File: src/rtl/button_event_decoder.sv
// Game-level button event decoder: press/auto-repeat fire, short/long release,
// double-click detection and a wrapping shot counter, all outputs registered.
module button_event_decoder #(
    parameter int DELAY_CYCLES  = 25_000_000,
    parameter int REPEAT_CYCLES = 10_000_000,
    parameter int DC_WINDOW     = 30_000_000,
    parameter int CNT_W         = 32,
    parameter int SHOT_W        = 8
) (
    input  logic              clk,
    input  logic              reset,
    input  logic              level,
    input  logic              p_edge,
    input  logic              n_edge,
    output logic              fire,
    output logic              short_release,
    output logic              long_release,
    output logic              double_click,
    output logic              held,
    output logic [SHOT_W-1:0] shot_count
);

    typedef enum logic [1:0] {
        IDLE   = 2'b00,
        HELD   = 2'b01,
        REPEAT = 2'b10,
        GAP    = 2'b11
    } state_t;

    localparam logic [CNT_W-1:0] DELAY_TERM  = CNT_W'(DELAY_CYCLES - 1);
    localparam logic [CNT_W-1:0] REPEAT_TERM = CNT_W'(REPEAT_CYCLES - 1);
    localparam logic [CNT_W-1:0] DC_TERM     = CNT_W'(DC_WINDOW - 1);

    state_t             state_r;
    state_t             state_nxt_s;
    logic [CNT_W-1:0]   timer_r;
    logic [CNT_W-1:0]   timer_nxt_s;
    logic [SHOT_W-1:0]  shot_count_r;
    logic               fire_r;
    logic               short_release_r;
    logic               long_release_r;
    logic               double_click_r;
    logic               held_r;
    logic               fire_nxt_s;
    logic               short_release_nxt_s;
    logic               long_release_nxt_s;
    logic               double_click_nxt_s;
    logic               held_nxt_s;
    logic               release_s;

    // A low level also counts as release so a lost n_edge cannot leave us stuck held.
    assign release_s = n_edge | ~level;

    // Next-state, timer and event decode.
    always_comb begin
        state_nxt_s         = state_r;
        timer_nxt_s         = timer_r;
        fire_nxt_s          = 1'b0;
        short_release_nxt_s = 1'b0;
        long_release_nxt_s  = 1'b0;
        double_click_nxt_s  = 1'b0;
        case (state_r)
            IDLE: begin
                if (p_edge) begin
                    fire_nxt_s  = 1'b1;
                    state_nxt_s = HELD;
                    timer_nxt_s = {CNT_W{1'b0}};
                end else begin
                    timer_nxt_s = {CNT_W{1'b0}};
                end
            end
            HELD: begin
                if (release_s) begin
                    short_release_nxt_s = 1'b1;
                    state_nxt_s         = GAP;
                    timer_nxt_s         = {CNT_W{1'b0}};
                end else if (timer_r == DELAY_TERM) begin
                    fire_nxt_s  = 1'b1;
                    state_nxt_s = REPEAT;
                    timer_nxt_s = {CNT_W{1'b0}};
                end else begin
                    timer_nxt_s = timer_r + CNT_W'(1);
                end
            end
            REPEAT: begin
                if (release_s) begin
                    long_release_nxt_s = 1'b1;
                    state_nxt_s        = IDLE;
                    timer_nxt_s        = {CNT_W{1'b0}};
                end else if (timer_r == REPEAT_TERM) begin
                    fire_nxt_s  = 1'b1;
                    timer_nxt_s = {CNT_W{1'b0}};
                end else begin
                    timer_nxt_s = timer_r + CNT_W'(1);
                end
            end
            GAP: begin
                if (p_edge) begin
                    fire_nxt_s         = 1'b1;
                    double_click_nxt_s = 1'b1;
                    state_nxt_s        = HELD;
                    timer_nxt_s        = {CNT_W{1'b0}};
                end else if (timer_r == DC_TERM) begin
                    state_nxt_s = IDLE;
                    timer_nxt_s = {CNT_W{1'b0}};
                end else begin
                    timer_nxt_s = timer_r + CNT_W'(1);
                end
            end
            default: begin
                state_nxt_s = IDLE;
                timer_nxt_s = {CNT_W{1'b0}};
            end
        endcase
        held_nxt_s = (state_nxt_s == HELD) || (state_nxt_s == REPEAT);
    end

    // State, timer, counter and registered outputs.
    always_ff @(posedge clk) begin
        if (!reset) begin
            state_r         <= IDLE;
            timer_r         <= {CNT_W{1'b0}};
            shot_count_r    <= {SHOT_W{1'b0}};
            fire_r          <= 1'b0;
            short_release_r <= 1'b0;
            long_release_r  <= 1'b0;
            double_click_r  <= 1'b0;
            held_r          <= 1'b0;
        end else begin
            state_r         <= state_nxt_s;
            timer_r         <= timer_nxt_s;
            fire_r          <= fire_nxt_s;
            short_release_r <= short_release_nxt_s;
            long_release_r  <= long_release_nxt_s;
            double_click_r  <= double_click_nxt_s;
            held_r          <= held_nxt_s;
            if (fire_nxt_s) begin
                shot_count_r <= shot_count_r + SHOT_W'(1);
            end else begin
                shot_count_r <= shot_count_r;
            end
        end
    end

    assign fire          = fire_r;
    assign short_release = short_release_r;
    assign long_release  = long_release_r;
    assign double_click  = double_click_r;
    assign held          = held_r;
    assign shot_count    = shot_count_r;

endmodule

File: config.mk
export PLATFORM = sky130hd
export DESIGN_NAME = button_event_decoder
export DESIGN_NICKNAME = d
export VERILOG_FILES = /design/src/rtl/button_event_decoder.sv
export SDC_FILE = /design/constraint.sdc
export NUM_CORES = 1
export LEC_CHECK = 0
export ABC_AREA = 0
export BUFFER_PORTS_ARGS = -buffer_cell sky130_fd_sc_hd__buf_2
export CORE_ASPECT_RATIO = 0.5
export CORE_MARGIN = 3
export CORE_UTILIZATION = 54
export CTS_CLUSTER_SIZE = 20
export DETAILED_ROUTE_END_ITERATION = 12
export PLACE_DENSITY = 0.84
export SKIP_LAST_GASP = 1
export SLEW_MARGIN = 20
export SYNTH_ARGS = -nofsm -noshare
export SYNTH_HDL_FRONTEND = slang
export SYNTH_SLANG_ARGS = --single-unit
export TNS_END_PERCENT = 10
File: constraint.sdc
create_clock -name clk -period 1.9 [get_ports clk]
set_input_delay 0.285 -clock clk [delete_from_list [all_inputs] [get_ports clk]]
set_output_delay 0.285 -clock clk [all_outputs]
set_load 0.02 [all_outputs]
Word-level counts from Yosys, hierarchy flattened:

Index checks and enable logic that the tools add are counted.
Widths: inputs -> output; s select.

* input bits: 5
* memories kept: 0
* ROM bits: 0
* logic and storage cells: 47
* bits in writable memories: 0
* register bits after elaboration: 47
* bits in latches: 0

* bitwise operators: 2
* divide/modulo/power cells: 0
* eq/ne operators: 8
* add/sub/neg operators: 2
* magnitude comparators: 0
* multiply operators: 0
* mux-type cells: 21
* reduce and logical (&&, ||, !) cells: 6
* shifts and indexed selects: 0

Operators by type and width (number)
* $mux 32: 6
* $pmux 32 s4: 1
* $eq 32x25->1 const B: 2
* $add 32x1->32 const B: 1
* $eq 32x24->1 const B: 1
* $mux 2: 6
* $add 8x1->8 const B: 1
* $pmux 2 s4: 1
* $eq 2x2->1 const B: 3
* $mux 1: 6
* $reduce_and 2->1: 3
* $eq 2x1->1 const B: 2
* $pmux 1 s3: 1
* $logic_not 2->1: 1
* $reduce_or 2->1: 1
* $logic_or 1x1->1: 1
* $not 1->1: 1
* $or 1x1->1: 1

Longest topological paths before layout:

* depth after elaboration: 6
* mapped depth: 9
* depth with buffers taken out: 8

Worst setup path after synthesis:

No wires, ideal clock.

* path type: register to register
* start point: register timer_r[0]
* end point: register shot_count_r[6] (netlist: shot_count[6])
* setup time: 0.115 ns
* path slack: -0.256 ns
* cell stages (with the launch flop): 9
* clock period less this slack: 2.156 ns
* arrival: 2.041 ns
* required time: 1.785 ns
* cells stage by stage: dfxtp_1 -> ha_1 -> clkbuf_2 -> and4bb_2 -> nand4_1 -> nor4_1 -> o21ai_2 -> o31a_2 -> o21a_1

* word-level cells in the longest chain between the ends: 4

RTL lines
* start: declaration: RTL line 36 `logic [CNT_W-1:0] timer_r;`
* start signal: assignment: RTL line 122 `timer_r <= {CNT_W{1'b0}};`
* start signal: assignment: RTL line 131 `timer_r <= timer_nxt_s;`
* $eq 32x24->1 / $eq 32x25->1 (equally long branches): RTL line 90, 77
* $mux 1, on equally long branches: RTL line 90, 77
* $mux 1, on equally long branches: RTL line 86, 73
* $pmux 1 s3 *: RTL line 62 `case (state_r)`
* end signal: assignment: RTL line 123 `shot_count_r <= {SHOT_W{1'b0}};`
* end signal: assignment: RTL line 138 `shot_count_r <= shot_count_r + SHOT_W'(1);`
* end signal: assignment: RTL line 140 `shot_count_r <= shot_count_r;`
* end: declaration: RTL line 38 `logic [SHOT_W-1:0] shot_count_r;`

Mark *: on every way between the ends. The rest lies on a longest branch, timed or not.
A chain may end at the register's enable or synchronous reset.

Final worst setup path:

* start point: register timer_r[1]
* end point: register held_r (netlist: held)

* word-level cells in the longest chain between the ends: 6

RTL lines
* $eq 32x25->1, on equally long branches: RTL line 103, 77
* $mux 2, on equally long branches: RTL line 103, 77
* $mux 2, on equally long branches: RTL line 98, 73
* $pmux 2 s4 *: RTL line 62
* $eq 2x1->1 / $eq 2x2->1 (equally long branches): RTL line 115 `held_nxt_s = (state_nxt_s == HELD) || (state_nxt_s == REPEAT);`
* $logic_or 1x1->1 *: RTL line 115
* end signal: assignment: RTL line 136 `held_r <= held_nxt_s;`
* end: declaration: RTL line 43 `logic held_r;`

Marked as above.

==> flow_summary_export.csv <==
group,metric,value,unit
routing,wl_per_cell,19.12,um
logic_synthesis,synth_cell_types,48,
worst_hold_path,min-delay-start,"reset",
logic_synthesis,synth-seq-cells,47,
logic_synthesis,synth_area_leaders,"dfxtp_1, xnor2_1, nor2_1, xor2_1, ha_1",
floorplanning,coreArea,4124,sq um
run_status,violations,"negative setup slack",
global_routing,busiest_layer,"met2",
worst_hold_path,holdPathEnd,"shot_count[4]",
final_layout,nets,373,
critical_path,r2r_cells,8,
cts,cts_tree,"yes",
sta,max_freq,0.4773,GHz
place,numPortBuffers,17,
power,pwr_density_cell,693.7,nW/um^2
sta,worstMarginPinSlew,0.3968,ns
worst_hold_path,worstHoldPathCells,2,
logic_synthesis,avgSynthCellArea,8.600,sq um
global_routing,grt_usage,25.63,%
critical_path,path_class,"reg2reg",
cts,htree_levels,2,
global_routing,use_met1,30.15,%
critical_path,cp.arrival,2.29,ns
cts,cts.clk_slew.worst_paths,0.09,ns
logic_synthesis,synth_edf_count,0,
global_routing,grt_pass1_wl,10780,um
logic_synthesis,synth_warnings,0,
logic_synthesis,synth-main-ff-cell,"dfxtp_1",
logic_synthesis,synth_nets,296,
sta,timing.final.crit_share,110.3,%
critical_path,cp_top_family,"simple AND/OR/NAND/NOR gates",
flow_run,cap_violations,0,
critical_path,reg2reg_to,"held",
sta,fin_crit,2.095,ns
cts,worstSkewPairLatency,0.30,ns
final_layout,syn2layout_area_growth,35.53,%
run_status,status,"finished with violations",
place,finalWeightedCongestion,0.8970,
floorplanning,pin_count,18,
sta,hold_viol,0,
routing,routed-via-count,2670,
critical_path,cpPeakStageDelay,0.36,ns
floorplanning,rows,16,
logic_synthesis,seq_area_frac_synth,38.39,%
final_layout,layout-drive-gt1-share,36.36,%
cts,holdBufCountCts,0,
routing,via_per_inst,6.403,
logic_synthesis,async_flop_share,0,%
critical_path,r2r-start,"timer_r[1]",
floorplanning,initial_utilization,59.44,%
final_layout,instances_no_fill,417,
routing,routed_wl,7971,um
sta,slew_headroom,73.35,%
power,p_leak,1.241,nW
final_layout,n_antenna_cell,0,
sta,grt_setup_unrepaired,"yes",
global_routing,use_met2,45.78,%
cts,cts_made_buffers,5,
critical_path,path_buf_inv,1,
cts,clock-sinks,47,
routing,ant_nets,0,
logic_synthesis,synth_area,2451,sq um
sta,maxSlewViolCount,0,
critical_path,cp_num_cells,8,
cts,clk_path_buf_depth,2,
routing,drtIter0Drc,259,
global_routing,antenna_found_initial,0,
critical_path,cp_cell_sequence,"ha_4 > buf_4 > nor4bb_1 > nand4_1 > nor4_2 > o22ai_1 > xnor2_1 > nor2_1",
critical_path,startpoint_type,"flip-flop",
sta,setup_viol,42,
place,dp.cells,401,
place,placed_cell_area,2988,sq um
floorplanning,die_area,5433,sq um
sta,fin_ws,-0.1950,ns
routing,drtPass1Iterations,5,
critical_path,critPathSlowestCell,"dfxtp_2",
place,dp_hpwl,4426,um
global_routing,first_global_vias,2359,
final_layout,layout_commonest_cell,"buf_4",
final_layout,stdcell_area,3322,sq um
worst_hold_path,hold_path_class,"in2reg",
critical_path,reg2reg_slack,-0.20,ns
power,ir_drop,330.7,uV
logic_synthesis,synth_top_area_cell,"dfxtp_1",
global_routing,grt_use_met3,7.374,%
floorplanning,fp.dieW,101.3,um
sta,tns,-5.564,ns
logic_synthesis,synth_top_area_share,38.39,%
floorplanning,die_h,53.64,um
global_routing,grt_max_degree,17,
sta,fin_skew,0.009617,ns
critical_path,endpoint_kind,"flip-flop",
critical_path,cp.required,2.09,ns
logic_synthesis,netlist_instances,285,
cts,root_buffer,"clkbuf_8",
global_routing,grt-ovfl-total,0,
final_layout,mostFrequentLayoutCells,"buf_4, nor2_1, dfxtp_1, xnor2_1, nand2_1",
critical_path,cp_max_fo,7,
routing,drc_errors,0,
[registers in the layout, summed over array words and instances, names as in the netlist]
signal and cells:
double_click 1, fire 1, held 1, long_release 1, short_release 1, shot_count 8
state_r 2, timer_r 32
[cells in the mapped netlist, types with 3 or more instances]
cell / n
xor2_1: 9
o21a_1: 5
xnor2_1: 24
o21ai_0: 5
nor2_1: 51
or3_1: 3
and2_1: 3
nand3_1: 14
nor3b_1: 4
nor4bb_1: 3
inv_1: 13
nor3_1: 11
nand4_1: 11
a21oi_1: 4
and4bb_2: 4
nand2_1: 19
dfxtp_1: 47
nor4_1: 6
and3_1: 7
ha_1: 6
buf_2: 3
[power by group]
| part | switching, mW | internal (mW) | total, mW |
|---|---|---|---|
| clock | 0.340 | 0.258 | 0.598 |
| sequential | 0.0418 | 1.04 | 1.08 |
| combinational | 0.373 | 0.256 | 0.629 |
[cell type report]
class / count / area (sq um)
well taps: 54 / 67.56
inverters: 13 / 48.80
clock inverters: 2 / 12.51
fillers: 201 / 802.0
flip-flops and latches: 47 / 960.9
clock buffers: 6 / 72.57
multi-input cells: 219 / 1588
repair buffers: 76 / 571.8
[worst reg2reg max path, cell delays in order, from the launching register on]
cell      delay, ns
dfxtp_2        0.36
ha_4           0.14
buf_4          0.15
nor4bb_1       0.34
nand4_1        0.23
nor4_2         0.35
o22ai_1        0.18
xnor2_1        0.18
nor2_1         0.06
[cell families after synthesis]
| family | synth area share [%] |
|---|---|
| simple gates | 34.92 |
| fa+ha+maj | 3.063 |
| compound gates | 7.810 |
| flops | 38.39 |
| xor+xnor | 11.79 |
| buf+inv | 3.624 |
| mux | 0.4084 |
[per-stage QoR]
stage / total power [mW] / hold slack, ns / worst slack [ns] / utilization, %
3_3_place_gp: 1.584 / 0.4672 / -0.1127 / 72.45
3_5_place_dp: 1.606 / 0.4863 / -0.2272 / 72.45
5_1_grt: 2.390 / 0.3017 / -0.3256 / 80.55
6_report: 2.304 / 0.3033 / -0.1950 / 80.55
2_1_floorplan: 1.454 / 0.4309 / -0.09128 / -
4_1_cts: 2.233 / 0.2859 / -0.06419 / 78.03
[how the worst max path moves through the flow]
stage / startpoint / endpoint
6_report: timer_r[1] / held
4_1_cts: timer_r[23] / timer_r[16]
2_1_floorplan: timer_r[1] / shot_count[3]
5_1_grt: timer_r[28] / timer_r[25]
3_3_place_gp: timer_r[1] / shot_count[5]
3_5_place_dp: timer_r[1] / shot_count[6]
[metal layers]
metal | share of wire [%] | wire length [um]
met5 | 0 | 0
met2 | 46 | 3632
met1 | 37 | 2947
met3 | 11 | 909
met4 | 6.0 | 482
[repair_timing]
item,4_1_cts,5_1_grt
setup buffers,6,0
gates cloned,2,0
setup endpoints to repair,43,43
hold endpoints to repair,0,0
pin swaps,12,11
resized for setup,19,22
Note: power is estimated with default switching activity, not from simulation.
